## config.mk

```make
export PLATFORM = sky130hd
export DESIGN_NAME = mmio_uart_rx
export DESIGN_NICKNAME = d
export VERILOG_FILES = /design/src/rtl/mmio_uart_rx.sv
export SDC_FILE = /design/constraint.sdc
export NUM_CORES = 1
export LEC_CHECK = 0
export CAP_MARGIN = 20
export CELL_PAD_IN_SITES_DETAIL_PLACEMENT = 0
export CELL_PAD_IN_SITES_GLOBAL_PLACEMENT = 1
export CORE_MARGIN = 5
export CORE_UTILIZATION = 42
export DETAILED_ROUTE_END_ITERATION = 8
export PLACE_DENSITY_LB_ADDON = 0.1
export SLEW_MARGIN = 20
export SYNTH_ARGS = -nofsm -noshare
export SYNTH_HDL_FRONTEND = slang
export SYNTH_SLANG_ARGS = --single-unit
```

## constraint.sdc

```tcl
create_clock -name clk -period 3.1 [get_ports clk]
set_input_delay 0.31 -clock clk [delete_from_list [all_inputs] [get_ports clk]]
set_output_delay 0.31 -clock clk [all_outputs]
set_load 0.01 [all_outputs]
```

## src/rtl/mmio_uart_rx.sv

```systemverilog
// Memory-mapped serial receiver: rx line -> byte FIFO -> DATA/STATUS registers on the mem_* bus.
// Define UART_RX_PARITY_EN for 8E1 framing with a sticky parity_err flag in STATUS bit3.
module mmio_uart_rx #(
   parameter logic [31:0] BASE_ADDR = 32'h10000008,
   parameter int unsigned CLK_DIV   = 16,
   parameter int unsigned FIFO_LOG2 = 3
) (
   input  logic        clk,
   input  logic        rstn,
   input  logic        mem_valid,
   input  logic        mem_write,
   input  logic [3:0]  mem_wmask,
   input  logic [31:0] mem_wdata,
   input  logic [31:0] mem_addr,
   output logic [31:0] mem_rdata,
   input  logic        rx,
   output logic        irq_rx
);
   localparam int unsigned DEPTH = 2**FIFO_LOG2;
   localparam logic [15:0] FULL_CNT = 16'(CLK_DIV - 1);
   localparam logic [15:0] HALF_CNT = 16'(CLK_DIV / 2 - 1);
   localparam logic [FIFO_LOG2:0] PTR_ONE = {{FIFO_LOG2{1'b0}}, 1'b1};

   typedef enum logic [2:0] {S_IDLE, S_START, S_DATA, S_PARITY, S_STOP} state_t;

   state_t             state_q, state_d;
   logic               sync1_q, sync2_q, rx_last_q;
   logic [15:0]        cnt_q, cnt_d;
   logic [2:0]         bit_q, bit_d;
   logic [7:0]         shift_q, shift_d;
   logic [FIFO_LOG2:0] wr_ptr_q, wr_ptr_d, rd_ptr_q, rd_ptr_d;
   logic               overrun_q, overrun_d, frame_err_q, frame_err_d;
   logic [31:0]        rdata_q, rdata_d;
   logic               irq_q, irq_d;
   logic [7:0]         fifo_mem [DEPTH];
   logic               push, frame_set, mem_we, status_b3;
   logic               hit, rd_hit, wr_status, flush, pop, empty, full;
   logic               unused_bits;
`ifdef UART_RX_PARITY_EN
   logic               parity_err_q, parity_err_d, par_bad_q, par_bad_d, parity_set;
   assign unused_bits = ^{mem_wdata[31:5], mem_wdata[0], mem_wmask[3:1], mem_addr[1:0]};
   assign status_b3   = parity_err_q;
`else
   assign unused_bits = ^{mem_wdata[31:4], mem_wdata[0], mem_wmask[3:1], mem_addr[1:0]};
   assign status_b3   = 1'b0;
`endif

   assign hit       = mem_valid && (mem_addr[31:3] == BASE_ADDR[31:3]);
   assign rd_hit    = hit && !mem_write;
   assign wr_status = hit && mem_write && mem_addr[2] && mem_wmask[0];
   assign flush     = wr_status && mem_wdata[3];
   assign empty     = (wr_ptr_q == rd_ptr_q);
   assign full      = (wr_ptr_q[FIFO_LOG2] != rd_ptr_q[FIFO_LOG2]) &&
                      (wr_ptr_q[FIFO_LOG2-1:0] == rd_ptr_q[FIFO_LOG2-1:0]);
   assign pop       = rd_hit && !mem_addr[2] && !empty;

   // Receive FSM: all sampling uses the synchronised line sync2_q.
   always_comb begin
      state_d   = state_q;
      cnt_d     = cnt_q + 16'd1;
      bit_d     = bit_q;
      shift_d   = shift_q;
      push      = 1'b0;
      frame_set = 1'b0;
`ifdef UART_RX_PARITY_EN
      par_bad_d  = par_bad_q;
      parity_set = 1'b0;
`endif
      case (state_q)
         S_IDLE: begin
            cnt_d = 16'd0;
            bit_d = 3'd0;
`ifdef UART_RX_PARITY_EN
            par_bad_d = 1'b0;
`endif
            if (!sync2_q && rx_last_q) state_d = S_START;
         end
         S_START: begin
            if (cnt_q == HALF_CNT) begin
               cnt_d   = 16'd0;
               state_d = sync2_q ? S_IDLE : S_DATA;
            end
         end
         S_DATA: begin
            if (cnt_q == FULL_CNT) begin
               cnt_d   = 16'd0;
               shift_d = {sync2_q, shift_q[7:1]};
               bit_d   = bit_q + 3'd1;
`ifdef UART_RX_PARITY_EN
               if (bit_q == 3'd7) state_d = S_PARITY;
`else
               if (bit_q == 3'd7) state_d = S_STOP;
`endif
            end
         end
`ifdef UART_RX_PARITY_EN
         S_PARITY: begin
            if (cnt_q == FULL_CNT) begin
               cnt_d      = 16'd0;
               par_bad_d  = (sync2_q != ^shift_q);
               parity_set = par_bad_d;
               state_d    = S_STOP;
            end
         end
`endif
         S_STOP: begin
            if (cnt_q == FULL_CNT) begin
               state_d = S_IDLE;
`ifdef UART_RX_PARITY_EN
               push = sync2_q && !par_bad_q;
`else
               push = sync2_q;
`endif
               frame_set = !sync2_q;
            end
         end
         default: state_d = S_IDLE;
      endcase
   end

   // FIFO pointers and sticky flags; flush beats push, pop is applied before push.
   always_comb begin
      wr_ptr_d    = wr_ptr_q;
      rd_ptr_d    = rd_ptr_q;
      overrun_d   = overrun_q;
      frame_err_d = frame_err_q;
      mem_we      = 1'b0;
      if (wr_status && mem_wdata[1]) overrun_d = 1'b0;
      if (wr_status && mem_wdata[2]) frame_err_d = 1'b0;
      if (frame_set) frame_err_d = 1'b1;
      if (flush) begin
         rd_ptr_d = wr_ptr_q;
      end else begin
         if (pop) rd_ptr_d = rd_ptr_q + PTR_ONE;
         if (push) begin
            if (full && !pop) begin
               overrun_d = 1'b1;
            end else begin
               mem_we   = 1'b1;
               wr_ptr_d = wr_ptr_q + PTR_ONE;
            end
         end
      end
`ifdef UART_RX_PARITY_EN
      parity_err_d = parity_err_q;
      if (wr_status && mem_wdata[4]) parity_err_d = 1'b0;
      if (parity_set) parity_err_d = 1'b1;
`endif
      rdata_d = 32'h0;
      if (rd_hit) begin
         if (mem_addr[2])
            rdata_d = {28'h0, status_b3, frame_err_q, overrun_q, !empty};
         else if (!empty)
            rdata_d = {1'b1, 23'h0, fifo_mem[rd_ptr_q[FIFO_LOG2-1:0]]};
      end
      irq_d = !empty;
   end

   always_ff @(posedge clk or negedge rstn) begin
      if (!rstn) begin
         state_q     <= S_IDLE;
         sync1_q     <= 1'b1;
         sync2_q     <= 1'b1;
         rx_last_q   <= 1'b1;
         cnt_q       <= 16'd0;
         bit_q       <= 3'd0;
         shift_q     <= 8'h0;
         wr_ptr_q    <= '0;
         rd_ptr_q    <= '0;
         overrun_q   <= 1'b0;
         frame_err_q <= 1'b0;
         rdata_q     <= 32'h0;
         irq_q       <= 1'b0;
`ifdef UART_RX_PARITY_EN
         parity_err_q <= 1'b0;
         par_bad_q    <= 1'b0;
`endif
      end else begin
         state_q     <= state_d;
         sync1_q     <= rx;
         sync2_q     <= sync1_q;
         rx_last_q   <= sync2_q;
         cnt_q       <= cnt_d;
         bit_q       <= bit_d;
         shift_q     <= shift_d;
         wr_ptr_q    <= wr_ptr_d;
         rd_ptr_q    <= rd_ptr_d;
         overrun_q   <= overrun_d;
         frame_err_q <= frame_err_d;
         rdata_q     <= rdata_d;
         irq_q       <= irq_d;
`ifdef UART_RX_PARITY_EN
         parity_err_q <= parity_err_d;
         par_bad_q    <= par_bad_d;
`endif
      end
   end

   always_ff @(posedge clk) begin
      if (mem_we) fifo_mem[wr_ptr_q[FIFO_LOG2-1:0]] <= shift_q;
   end

   assign mem_rdata = rdata_q;
   assign irq_rx    = irq_q;
endmodule
```

==> summary.md, run 1 <==
| Metric | Value |
|---|---|
| Run status | `completed` |
| CTS H-Tree Depth | `4` |
| Top cells by area, synth | `sky130_fd_sc_hd__edfxtp_1 (37%), sky130_fd_sc_hd__dfrtp_1 (24%), sky130_fd_sc_hd__mux4_2 (7.0%)` |
| Vias in the first global route | `3225` |
| Area delta synth->final | `25.6%` |
| Number of iterations in the first detailed-routing pass | `4` |
| Inserted Clock Buffers | `17` |
| Share of layout cells above drive strength 1 | `0.226` |
| Lkg Pwr | `0.00243 uW` |
| Share of the synthesized area in the top cell type | `0.374` |
| Slew at the pin closest to its max-slew limit | `between 0.5 and 0.6 ns` |
| Worst-case reg-to-reg path depth | `6` |
| Post-route DRC violation count | `0` |
| TritonCTS clock tree | `done` |
| Unrepaired setup endpoints after global routing | `no` |
| Overall power | `between 3000 and 4000 uW` |
| Clock tree skew after final layout | `0.0113 ns` |
| Total of warnings raised by yosys | `0` |
| Sequential share of the synthesized area | `0.633` |
| Synthesized netlist cell count | `between 300 and 400` |
| Global-route wire length before repair | `roughly 18000 um` |
| Number of sinks handled by clock tree synthesis | `117` |
| Core area | `0.0120 sq mm` |
| Critical setup path kind | `reg2reg` |
| Portion of the clock cycle consumed by the worst path in the final layout | `0.868` |
| Routed WL per cell | `18.5 um` |
| Detailed-route via count | `just over 3000` |
| CP required | `roughly 3.2 ns` |
| Detail Placement HPWL | `around 7300 um` |
| Setup TNS | `0 ns` |
| Most common flop cell mapped by yosys | `sky130_fd_sc_hd__edfxtp_1` |
| Final Hold Fails | `0` |
| Final Wtd Congestion | `~0.7` |
| Total setup violations reported at the end of the flow | `0` |
| Site Rows | `40` |
| Final antenna-violating net count | `0` |
| Syn_area_per_cell | `~15 sq um` |
| Pwr/cell area | `a little over 600 mW/mm^2` |
| Worst rel slew slack | `0.634` |
| Commonest non-fill, non-tap cells in the layout | `sky130_fd_sc_hd__edfxtp_1 (64), sky130_fd_sc_hd__dfrtp_1 (50), sky130_fd_sc_hd__clkdlybuf4s50_1 (47), sky130_fd_sc_hd__nor2_1 (28), sky130_fd_sc_hd__conb_1 (23)` |
| Number of top-level pins | `around 110` |
| Post-layout nets | `504` |
| Number of max-capacitance violations reported | `0` |
| Clock Path Buffers | `2` |
| Initial cell density of the core | `0.428` |
| Async S/R FF share, synth | `0.453` |
| IR drop worst, VDD | `0.373 mV` |
| Maximum number of pins on one net before global-route repair | `41` |
| GRT overflow | `0` |
| Count of state elements after synthesis | `around 120` |
| GRT Total Usage | `0.160` |
| Number of DRC violations after detailed-routing iteration 0 | `132` |
| Die width | `between 100 and 150 um` |
| Biggest fanout along the worst timing path | `9` |
| Die Outline Area | `0.0146 sq mm` |
| Pins over their slew limit | `0` |
| Type of the worst min-delay path | `in2reg` |
| Average via count per standard cell | `5.27` |
| Skew-Pair Late Insertion Delay | `a little over 0.4 ns` |
| Arrival time reported for the critical path endpoint | `approximately 2.8 ns` |
| Most common cell after layout, fill and taps aside | `sky130_fd_sc_hd__edfxtp_1` |
| Die Y | `between 100 and 150 um` |
| Maximum clock rate | `roughly 0.37 GHz` |
| Post-synth EDFFs | `64` |
| CTS root buffer | `sky130_fd_sc_hd__clkbuf_16` |
| Diode count | `0` |
| Clk pin slew, worst setup/hold paths | `roughly 0.05 ns` |
| Wire length reported by the detailed router | `10900 um` |
| Kind of end point of the critical path | `flip-flop` |
| Antenna violations before repair | `0` |
| Shortest clock period the worst path allows after layout | `about 2.7 ns` |
| Post-synth top area cell | `sky130_fd_sc_hd__edfxtp_1` |
| Count of buffers from port buffering | `48` |
| Post-synthesis instance area | `~0.0051 sq mm` |
| Startpoint kind of the worst setup timing path | `flip-flop` |
| Number of different library cells in the post-synthesis netlist | `50` |
| Hold-critical path depth | `1` |
-- final cells by class --
cell class                 instances  area (sq um)
fill                             999          5550
clock inverter                    13           181
timing repair buffer              71           651
sequential                       117          3250
clock buffer                      19           433
multi-input combinational        208          1720
tap                              147           184
inverter                          11          41.3
-- final timing paths --
check                                            to           startpoint  slack, ns
min reg2reg                       sync2_q$_DFF_PN1_    sync1_q$_DFF_PN1_       0.36
min                               sync1_q$_DFF_PN1_                   rx       0.30
max in group asynchronous         sync1_q$_DFF_PN1_                 rstn       1.87
max                        fifo_mem[6][6]$_DFFE_PP_  cnt_q[13]$_DFF_PN0_       0.41
min in group asynchronous   rd_ptr_q[2]$_DFFE_PN0P_                 rstn       0.35
max reg2reg                fifo_mem[6][6]$_DFFE_PP_  cnt_q[13]$_DFF_PN0_       0.41
-- what timing repair did --
| item | CTS | global route |
|---|---|---|
| setup buffers | 0 | 0 |
| hold endpoints to repair | 13 | 0 |
| endpoints found under the setup margin | 0 | 0 |
| gates resized for setup | 0 | 0 |
| hold buffers | 1 | 0 |
-- registers in the layout, indices dropped and copies added, names as in the netlist, 3 cells and up --
register	cells
mem_rdata	9
wr_ptr_q	4
bit_q	3
shift_q	8
state_q	3
cnt_q	16
rd_ptr_q	4
fifo_mem	64
-- layer usage --
metal | GRT usage | part of all wire | vias up
met2 | 0.248 | 0.46 | 106
met3 | 0.0510 | 0.072 | 15
met1 | 0.210 | 0.45 | 1537
met4 | 0.0630 | 0.016 | 0
li1 | - | - | 1431
met5 | 0 | 0 | -
-- per-stage QoR --
step	std cells	hold WS, ns	setup slack, ns	util	area [sq um]
final	586	0.302	0.409	0.538	6460
after global routing	586	0.286	0.192	0.538	6460
after CTS	586	0.292	0.380	0.538	6460
after detailed placement	553	0.254	0.277	0.486	5830
after global placement	553	0.246	0.261	0.486	5830
after floorplan	372	0.0144	0.338	-	5220
-- cells by family (layout without fill, tap and decap cells) --
family	after synthesis	after routing	share of synthesized area
DFF	117	117	0.633
AOI/OAI and AO/OA	22	22	0.0331
other	1	23	0.000729
muxes	34	34	0.108
and+or+nand+nor	102	102	0.123
xor gates and xnor gates	22	22	0.0375
adders and majority gates	5	5	0.0122
buffers and inverters	47	114	0.0523
-- critical path: stages (launching register included) --
cell and delay [ns]:
sky130_fd_sc_hd__dfrtp_1 0.43, sky130_fd_sc_hd__nor4_2 0.39, sky130_fd_sc_hd__nand4_2 0.32, sky130_fd_sc_hd__nor4_4 0.40, sky130_fd_sc_hd__nand3_2 0.27, sky130_fd_sc_hd__nor4_1 0.34, sky130_fd_sc_hd__buf_4 0.24
-- synthesized netlist by cell type, types with 2 or more instances --
master                     number
sky130_fd_sc_hd__or4b_2         2
sky130_fd_sc_hd__nor4_1        14
sky130_fd_sc_hd__mux2i_1        5
sky130_fd_sc_hd__nand4_1       10
sky130_fd_sc_hd__mux2_2        13
sky130_fd_sc_hd__and3_1         8
sky130_fd_sc_hd__a32o_1         2
sky130_fd_sc_hd__nor3_1         2
sky130_fd_sc_hd__buf_2          5
sky130_fd_sc_hd__clkbuf_1       7
sky130_fd_sc_hd__a22o_1         5
sky130_fd_sc_hd__and2_1         2
sky130_fd_sc_hd__ha_1           5
sky130_fd_sc_hd__inv_1         11
sky130_fd_sc_hd__and4_1         2
sky130_fd_sc_hd__nand3_1        7
sky130_fd_sc_hd__o21ai_0        2
sky130_fd_sc_hd__nand2_1        5
sky130_fd_sc_hd__buf_4         23
sky130_fd_sc_hd__nor2b_1        4
sky130_fd_sc_hd__nor2_1        28
sky130_fd_sc_hd__dfrtp_1       50
sky130_fd_sc_hd__xor2_1         7
sky130_fd_sc_hd__nor4_2         3
sky130_fd_sc_hd__a21o_1         2
sky130_fd_sc_hd__edfxtp_1      64
sky130_fd_sc_hd__dfstp_2        3
sky130_fd_sc_hd__nor4b_1        5
sky130_fd_sc_hd__mux4_2        16
sky130_fd_sc_hd__o221ai_1       2
sky130_fd_sc_hd__a21oi_1        3
sky130_fd_sc_hd__xnor2_1       15
-- power breakdown --
group	switching [uW]	total [uW]	internal, uW
Clock	684	2020	1340
Combinational	108	211	103
Sequential	35.9	1700	1660
Power figures use the tool's default switching activity.
==> inputs of run 2 (changes only) <==
CAP_MARGIN = 40   (was 20)
CORE_UTILIZATION = 47   (was 42)
CTS_BUF_LIST = sky130_fd_sc_hd__clkbuf_4 sky130_fd_sc_hd__clkbuf_8   (was not set)
clock period = 3.3 ns   (was 3.1 ns; I/O delays follow)
==> run 2 against run 1 <==
Compared with the run above: sequential share of layout area rose by 1.9 points; critical path type unchanged; count of clock-buffer cells in the layout is 2 lower; total power decreased by 24%; cell count decreased by 0.68%; utilization grew 3.9 points; register-to-register slack gained 0.30 ns; sequential cell count unchanged; maximum frequency rose by 4.0%; combinational power down 9.5%.
==> summary.md, run 2 (synthesis results as in run 1) <==
| Metric | Value |
|---|---|
| Detailed-route via count | `3042 (was 3089)` |
| Type of the worst min-delay path | `in2reg (unchanged)` |
| Die Outline Area | `0.0131 sq mm (was 0.0146 sq mm)` |
| Final antenna-violating net count | `0 (unchanged)` |
| Run status | `completed (unchanged)` |
| Clock tree skew after final layout | `0.0112 ns (was 0.0113 ns)` |
| Core area | `0.0108 sq mm (was 0.0120 sq mm)` |
| Worst rel slew slack | `0.504 (was 0.634)` |
| Final Wtd Congestion | `0.754 (was 0.703)` |
| Biggest fanout along the worst timing path | `5 (was 9)` |
| Shortest clock period the worst path allows after layout | `2.59 ns (was 2.69 ns)` |
| Site Rows | `38 (was 40)` |
| Area of the multi-input gates | `0.00170 sq mm (was 0.00172 sq mm)` |
| Highest metal used | `met4 (unchanged)` |
| Setup TNS | `0 ns (unchanged)` |
| Number of sinks handled by clock tree synthesis | `117 (unchanged)` |
| Lkg Pwr | `0.00234 uW (was 0.00243 uW)` |
| Commonest non-fill, non-tap cells in the layout | `sky130_fd_sc_hd__edfxtp_1 (64), sky130_fd_sc_hd__dfrtp_1 (50), sky130_fd_sc_hd__clkdlybuf4s50_1 (47), sky130_fd_sc_hd__nor2_1 (28), sky130_fd_sc_hd__conb_1 (23) (unchanged)` |
| Clock Path Buffers | `2 (unchanged)` |
| Maximum clock rate | `0.386 GHz (was 0.372 GHz)` |
| Arrival time reported for the critical path endpoint | `2.72 ns (was 2.81 ns)` |
| Number of top-level pins | `106 (unchanged)` |
| Detail Placement HPWL | `7060 um (was 7260 um)` |
| Number of DRC violations after detailed-routing iteration 0 | `133 (was 132)` |
| Critical setup path kind | `reg2reg (unchanged)` |
| Final Hold Fails | `0 (unchanged)` |
| Count of buffers from port buffering | `48 (unchanged)` |
| Most common cell after layout, fill and taps aside | `sky130_fd_sc_hd__edfxtp_1 (unchanged)` |
| Global-route wire length before repair | `16500 um (was 17500 um)` |
| Post-route DRC violation count | `0 (unchanged)` |
| Portion of the clock cycle consumed by the worst path in the final layout | `0.784 (was 0.868)` |
| Footprint of the flip-flops and latches | `0.00325 sq mm (unchanged)` |
| Buffers inserted by post-CTS timing repair | `0 (unchanged)` |
| Kind of end point of the critical path | `flip-flop (unchanged)` |
| Met3 wire length | `623 um (was 783 um)` |
| Average via count per standard cell | `5.23 (was 5.27)` |
| Post-Route Hold Slack | `0.303 ns (was 0.302 ns)` |
| Number of iterations in the first detailed-routing pass | `4 (unchanged)` |
| Die width | `115 um (was 121 um)` |
| TritonCTS clock tree | `done (unchanged)` |
| Share of layout cells above drive strength 1 | `0.224 (was 0.226)` |
| GRT Total Usage | `0.169 (was 0.160)` |
| Diode count | `0 (unchanged)` |
| Wire length reported by the detailed router | `10200 um (was 10900 um)` |
| Initial cell density of the core | `0.476 (was 0.428)` |
| GRT overflow | `0 (unchanged)` |
| CTS root buffer | `sky130_fd_sc_hd__clkbuf_8 (was sky130_fd_sc_hd__clkbuf_16)` |
| CP required | `3.44 ns (was 3.22 ns)` |
| Die Y | `115 um (was 121 um)` |
| Routed WL per cell | `17.6 um (was 18.5 um)` |
| Pins over their slew limit | `0 (unchanged)` |
| Maximum number of pins on one net before global-route repair | `29 (was 41)` |
| Met1 layer wirelength in the final routing | `4750 um (was 4900 um)` |
| Inserted Clock Buffers | `17 (unchanged)` |
| Antenna violations before repair | `0 (unchanged)` |
| Met2 wirelength from detailed routing | `4730 um (was 5010 um)` |
| Unrepaired setup endpoints after global routing | `no (unchanged)` |
| Filler Cell Count | `879 (was 999)` |
| Skew-Pair Late Insertion Delay | `0.43 ns (was 0.41 ns)` |
| Pwr/cell area | `483 mW/mm^2 (was 609 mW/mm^2)` |
| CTS H-Tree Depth | `4 (unchanged)` |
| Slew at the pin closest to its max-slew limit | `0.744 ns (was 0.548 ns)` |
| Startpoint kind of the worst setup timing path | `flip-flop (unchanged)` |
| IR drop worst, VDD | `0.291 mV (was 0.373 mV)` |
| Flip-flop count of the largest register, all copies and words added | `64 (unchanged)` |
| Total setup violations reported at the end of the flow | `0 (unchanged)` |
| Clk pin slew, worst setup/hold paths | `0.07 ns (was 0.05 ns)` |
| Post-layout nets | `507 (was 504)` |
| Vias in the first global route | `3132 (was 3225)` |
| Number of max-capacitance violations reported | `0 (unchanged)` |
| Area delta synth->final | `21.1% (was 25.6%)` |
-- run 2: power by group --
part / leakage (uW) / internal [uW] / total [uW] / switching, uW
Combinational: 0.000921 / 92.6 / 191 / 98.8
Clock: 0.000187 / 610 / 1220 / 611
Sequential: 0.00123 / 1560 / 1590 / 32.4
-- run 2: through the flow --
step / setup WS, ns / cells / util / cell area, sq um / power (uW)
2_1_floorplan: 0.538 / 372 / - / 5220 / 1750
3_3_place_gp: 0.0579 / 545 / 0.538 / 5800 / 1810
3_5_place_dp: 0.331 / 549 / 0.541 / 5840 / 1820
4_1_cts: 0.675 / 582 / 0.577 / 6220 / 3040
5_1_grt: 0.499 / 582 / 0.577 / 6220 / 3140
6_report: 0.712 / 582 / 0.577 / 6220 / 3000
-- run 2: path summary, 6_finish.rpt --
path | cells past startpoint | from | endpoint | slack (ns)
setup reg to reg | 6 | cnt_q[6]$_DFF_PN0_ | fifo_mem[4][1]$_DFFE_PP_ | 0.71
max in group asynchronous | 3 | rstn | sync2_q$_DFF_PN1_ | 2.41
hold reg to reg | 0 | sync1_q$_DFF_PN1_ | sync2_q$_DFF_PN1_ | 0.36
min in group asynchronous | 2 | rstn | bit_q[2]$_DFFE_PN0P_ | 0.34
setup / recovery | 6 | cnt_q[6]$_DFF_PN0_ | fifo_mem[4][1]$_DFFE_PP_ | 0.71
hold / removal | 1 | rx | sync1_q$_DFF_PN1_ | 0.30
-- run 2: final cells by class --
type | instances | area share
clock inverters | 15 | 0.0231
well taps | 140 | 0.0281
inverters | 11 | 0.00663
flip-flops and latches | 117 | 0.522
multi-input cells | 208 | 0.274
clock buffers | 17 | 0.0376
repair buffers | 74 | 0.109
-- run 2: worst max-delay path, cell delays in order (launching register included) --
cell and delay, ns:
sky130_fd_sc_hd__dfrtp_1 0.44, sky130_fd_sc_hd__nor4_2 0.34, sky130_fd_sc_hd__nand4_2 0.22, sky130_fd_sc_hd__nor4_4 0.32, sky130_fd_sc_hd__nand3_2 0.18, sky130_fd_sc_hd__nor4_1 0.52, sky130_fd_sc_hd__buf_4 0.28
-- run 2: what timing repair did --
item,in CTS,in global routing
hold buffers,1,0
endpoints found under the hold margin,13,0
setup endpoints to repair,0,0
resized for setup,0,0
-- run 2: layer usage --
| metal | vias to the layer above | track usage |
|---|---|---|
| li1 | 1436 | - |
| met4 | 0 | 0.0594 |
| met3 | 9 | 0.0513 |
| met5 | - | 0 |
| met1 | 1520 | 0.221 |
| met2 | 77 | 0.269 |
